File: config.mk
export PLATFORM = sky130hd
export DESIGN_NAME = simon_sequencer
export DESIGN_NICKNAME = d
export VERILOG_FILES = /design/src/rtl/simon_sequencer.sv
export SDC_FILE = /design/constraint.sdc
export NUM_CORES = 1
export LEC_CHECK = 0
export CAP_MARGIN = 40
export CORE_UTILIZATION = 50
export CTS_CLUSTER_SIZE = 30
export DETAILED_ROUTE_END_ITERATION = 16
export PLACE_DENSITY = 0.71
export SYNTH_ARGS = -nofsm -noshare
export SYNTH_HDL_FRONTEND = slang
export SYNTH_SLANG_ARGS = --single-unit
File: constraint.sdc
create_clock -name posclk -period 6.8 [get_ports posclk]
set_input_delay 1.02 -clock posclk [delete_from_list [all_inputs] [get_ports posclk]]
set_output_delay 1.02 -clock posclk [all_outputs]
set_load 0.05 [all_outputs]
File: src/rtl/simon_sequencer.sv
`default_nettype none
// ============================================================================
//  Module   : simon_sequencer
//  Purpose  : Memory-game sequencer. Grows a pattern of random 4-bit codes by
//             one code per round, plays it back as timed LED flashes, then
//             checks the player's entries. Flags a win at full pattern length
//             and a fail on the first wrong entry.
//  Revision : 1.0 - initial release
// ============================================================================
module simon_sequencer #(
   parameter int MAX_LEN    = 16,
   parameter int SHOW_TICKS = 25_000_000,
   parameter int GAP_TICKS  = 12_500_000
) (
   input  logic       posclk,
   input  logic       rst,
   input  logic [3:0] rnd,
   input  logic       start,
   input  logic       btn_valid,
   input  logic [3:0] btn_code,
   output logic [3:0] led_idx,
   output logic       led_on,
   output logic       await_input,
   output logic [4:0] level,
   output logic       win,
   output logic       fail
);

   // Timer only has to reach (ticks - 1), so clog2 of the larger count suffices.
   localparam int c_MAX_TICKS = (SHOW_TICKS > GAP_TICKS) ? SHOW_TICKS : GAP_TICKS;
   localparam int c_TIMER_W   = (c_MAX_TICKS > 1) ? $clog2(c_MAX_TICKS) : 1;
   localparam int c_IDX_W     = (MAX_LEN > 1) ? $clog2(MAX_LEN) : 1;

   localparam logic [c_TIMER_W-1:0] c_SHOW_LAST = c_TIMER_W'(SHOW_TICKS - 1);
   localparam logic [c_TIMER_W-1:0] c_GAP_LAST  = c_TIMER_W'(GAP_TICKS - 1);
   localparam logic [c_TIMER_W-1:0] c_TIMER_ONE = c_TIMER_W'(1);
   localparam logic [4:0]           c_MAX_LEVEL = 5'(MAX_LEN);

   localparam logic [2:0] S_IDLE     = 3'd0;
   localparam logic [2:0] S_APPEND   = 3'd1;
   localparam logic [2:0] S_SHOW_ON  = 3'd2;
   localparam logic [2:0] S_SHOW_OFF = 3'd3;
   localparam logic [2:0] S_WAIT_IN  = 3'd4;
   localparam logic [2:0] S_WIN      = 3'd5;
   localparam logic [2:0] S_FAIL     = 3'd6;

   logic [2:0]           r_state;
   logic [3:0]           r_mem [0:MAX_LEN-1];
   logic [3:0]           r_play_ptr;
   logic [3:0]           r_in_ptr;
   logic [4:0]           r_level;
   logic [c_TIMER_W-1:0] r_timer;

   logic [4:0] w_last_idx;
   logic       w_play_last;
   logic       w_in_last;
   logic       w_show_done;
   logic       w_gap_done;
   logic       w_entry_ok;
   logic [3:0] w_play_code;

   // Index of the newest code in the pattern; only meaningful once level >= 1.
   assign w_last_idx  = r_level - 5'd1;
   assign w_play_last = ({1'b0, r_play_ptr} == w_last_idx);
   assign w_in_last   = ({1'b0, r_in_ptr} == w_last_idx);
   assign w_show_done = (r_timer == c_SHOW_LAST);
   assign w_gap_done  = (r_timer == c_GAP_LAST);
   assign w_play_code = r_mem[r_play_ptr[c_IDX_W-1:0]];
   assign w_entry_ok  = (btn_code == r_mem[r_in_ptr[c_IDX_W-1:0]]);

   // Pattern memory: append-only, written once per round at the next free slot.
   always_ff @(posedge posclk) begin
      if (!rst && (r_state == S_APPEND)) begin
         r_mem[r_level[c_IDX_W-1:0]] <= rnd;
      end
   end

   // Game control FSM with playback timer, pointers and level counter.
   always_ff @(posedge posclk) begin
      if (rst) begin
         r_state    <= S_IDLE;
         r_play_ptr <= 4'd0;
         r_in_ptr   <= 4'd0;
         r_level    <= 5'd0;
         r_timer    <= '0;
      end else begin
         case (r_state)
            S_IDLE: begin
               if (start) begin
                  r_level <= 5'd0;
                  r_state <= S_APPEND;
               end
            end
            S_APPEND: begin
               r_level    <= r_level + 5'd1;
               r_play_ptr <= 4'd0;
               r_timer    <= '0;
               r_state    <= S_SHOW_ON;
            end
            S_SHOW_ON: begin
               if (w_show_done) begin
                  r_timer <= '0;
                  r_state <= S_SHOW_OFF;
               end else begin
                  r_timer <= r_timer + c_TIMER_ONE;
               end
            end
            S_SHOW_OFF: begin
               if (w_gap_done) begin
                  r_timer <= '0;
                  if (w_play_last) begin
                     r_in_ptr <= 4'd0;
                     r_state  <= S_WAIT_IN;
                  end else begin
                     r_play_ptr <= r_play_ptr + 4'd1;
                     r_state    <= S_SHOW_ON;
                  end
               end else begin
                  r_timer <= r_timer + c_TIMER_ONE;
               end
            end
            S_WAIT_IN: begin
               if (btn_valid) begin
                  if (!w_entry_ok) begin
                     r_state <= S_FAIL;
                  end else if (!w_in_last) begin
                     r_in_ptr <= r_in_ptr + 4'd1;
                  end else if (r_level == c_MAX_LEVEL) begin
                     r_state <= S_WIN;
                  end else begin
                     // Straight into the next round: no extra gap before its playback.
                     r_state <= S_APPEND;
                  end
               end
            end
            S_WIN, S_FAIL: begin
               if (start) begin
                  r_level <= 5'd0;
                  r_state <= S_APPEND;
               end
            end
            default: begin
               r_state <= S_IDLE;
            end
         endcase
      end
   end

   // Moore outputs decoded purely from registered state.
   assign led_on      = (r_state == S_SHOW_ON);
   assign led_idx     = led_on ? w_play_code : 4'd0;
   assign await_input = (r_state == S_WAIT_IN);
   assign level       = r_level;
   assign win         = (r_state == S_WIN);
   assign fail        = (r_state == S_FAIL);

endmodule
`default_nettype wire

==> metrics.txt <==
status=completed; area grow syn2layout=15.7%; syn nets=roughly 510; Pwr per Cell Area=311 nW/µm²; CP Max Fanout=12; Layout Nets=527; Post-Place Cells=about 630; #FFs+latches synth=between 100 and 150; Warnings, synthesis=0; compound-cell area share of the yosys netlist=0.117; Post-synth EDFFs=64; Power Internal=1.47 mW; relative slew slack=0.405; CP required=5.78 ns; Worst VDD drop=296 µV; hold slack=0.502 ns; WP data arrival=3.05 ns; port bufs=24; grt peak-use layer=met2; part of the power in combinational logic=0.208; XOR/XNOR Fraction of Synth Area=0.0296; unrepaired setup endpoints after global routing=no; Overall Power=2.09 mW; met3 Use GR=0.0723; Finished Cell Area=6700 µm²; Final Hold Vio Count=0; final worst path period need=4.07 ns; CTS tree=built; Clk Latency, worst-skew pair=0.42 ns; CTS Buf Count=17; Avg Vias per Cell=approximately 6.5; drt pass-1 iters=5; endpoints failing setup=0; largest family of logic cells by synthesized area=multiplexers; adder-cell share of the synthesized area=0.0173; aggregate global routing overflow=0; CP endpoint kind=primary output; fraction of synthesized area in multiplexers=0.161; commonest non-fill, non-tap cells in the layout=edfxtp_1 (64), dfxtp_1 (49), nor2_1 (45); leakage power total=2.12 nW; WL per Instance=20.8 µm; Final ANT Viol Nets=0; clock skew=around 0.0060 ns; vias in the first global route=4,052; Final Non-Filler Cells=659; met1 Resource Use GR=0.337; Post-CTS Setup Repair Bufs=0; clock group share of total power=0.417; Sequential Power Share=0.375; first-pass GRT wire length=21,500 µm; f_max=0.246 GHz; placed inst area=~6000 µm²; initial antenna violation count=0; most common cell after layout, fill and taps aside=edfxtp_1; DRC=0; sw power=0.619 mW; Antenna Cells=0; GRT met2 Usage=0.372; dominant synthesized flop cell=edfxtp_1; Syn Area/Cell=11.8 µm²; Total Neg Setup Slack=0 ns; chip width=110 µm; Synth Area in Simple Gates=0.147; fin. max-slew vios=0; root buffer cell=clkbuf_16; Async SR Flop Fraction=0; Global Route Usage Sum=0.249; largest net degree at the start of global routing=45; worst-margin pin slew=approximately 0.9 ns; Sw Share=0.297; startpoint type of the worst setup path=flop; final wirelength=between 10,000 and 15,000 µm; fillers=845; DP HPWL=9370 µm; Die Y=between 100 and 150 µm; HP Class=reg -> reg; clock slew at reported path FFs=0.05 ns; row count=38; post-CTS sizing=0; Post-CTS Hold Buffers=0; final period utilization=0.598; clk buf depth=2; sequential fraction of the synthesis area=0.501; core area=approximately 11,000 µm²; initial core utilization=0.523; H-tree depth=4; Mapped Area=a little under 6000 µm²; post-synthesis cell type count=59; WS Path Type=reg -> out; Die ar.=12,000 µm²; max-cap viol count=0; vias after detailed routing=4,307; DR iter-0 viols=422; Syn Inst Count=492; IO Pins=25; ratio of cells with drive above 1 in the final layout=0.139; CTS sink count=113; RD Place Congestion=slightly below 0.9
## state kept, by name (all words and copies together), names as in the netlist, named ones only
signal / count
r_in_ptr: 4
level: 5
r_play_ptr: 4
r_timer: 25
r_mem: 64
r_state: 3
## power groups by stage
stage / registers, mW / logic [mW] / clock network (mW)
after global placement: 0.796 / 0.412 / 0
after CTS: 0.780 / 0.434 / 0.878
final: 0.781 / 0.434 / 0.870
after detailed placement: 0.793 / 0.429 / 0
after global routing: 0.786 / 0.476 / 0.909
after floorplan: 0.780 / 0.319 / 0
## per-layer routing
metal | wire [µm] | up-vias
met4 | 333 | 0
li1 | - | 1947
met3 | 1180 | 36
met1 | 5890 | 2107
met5 | 0 | -
met2 | 6280 | 217
## final timing paths
path,start,slack (ns),cells past startpoint,end
max,flop,2.73,5,led_idx[2]
min,r_timer[14],0.50,1,r_timer[14]
max reg2reg,flop,3.19,7,flop
min reg2reg,r_timer[14],0.50,1,r_timer[14]
## Yosys cell counts (3+ instances only)
library cell  number  area (µm²)
edfxtp_1          64        1920
dfxtp_1           49         981
nor2_1            45         169
nand2_1           41         154
mux4_2            37         833
a21oi_1           29         145
clkbuf_1          23        86.3
o21ai_0           13        65.1
a31oi_1           12        75.1
a311oi_1          11        96.3
xor2_1            11        96.3
mux2i_1           10         100
nor3_1            10        50.1
and2_1             9        56.3
and3_1             9        56.3
nand3_1            9        45.0
ha_1               8         100
nand2b_1           8        50.1
inv_1              6        22.5
nand4_1            6        37.5
xnor2_1            6        52.6
a211oi_1           5        37.5
nand4b_1           5        43.8
buf_1              4        15.0
nor4_1             4        25.0
or3_1              4        25.0
a22oi_1            3        22.5
buf_2              3        15.0
nand3b_1           3        22.5
nor2b_1            3        18.8
o211ai_1           3        22.5
o22ai_1            3        18.8
## cells by family after synthesis
group,count (synthesis)
flip-flops,113
AND/OR/NAND/NOR,167
buffers and inverters,38
adder cells (fa/ha/maj),8
AO/OA/AOI/OAI,101
multiplexers,47
XOR/XNOR,18
## area by class of cell
class,instances,area [µm²],area share
flip-flops and latches,113,2900,0.433
multi-input cells,341,2730,0.408
clock buffers,18,429,0.0641
repair buffers,28,290,0.0433
well taps,140,175,0.0261
clock inverters,13,145,0.0217
inverters,6,22.5,0.00336
## critical path, cell delays in order (launching register included)
cell and delay, ns:
dfxtp_1 0.56, buf_16 0.21, mux4_2 0.51, mux4_2 0.48
and2_1 0.17, clkdlybuf4s50_1 0.70
## stage by stage
step                utilization  setup slack (ns)
floorplan                     -              3.23
global placement          0.550              2.88
detailed placement        0.553              3.17
CTS                       0.605              2.72
global route              0.605              2.65
finish                    0.605              2.73
(Power assumes the default switching activity.)
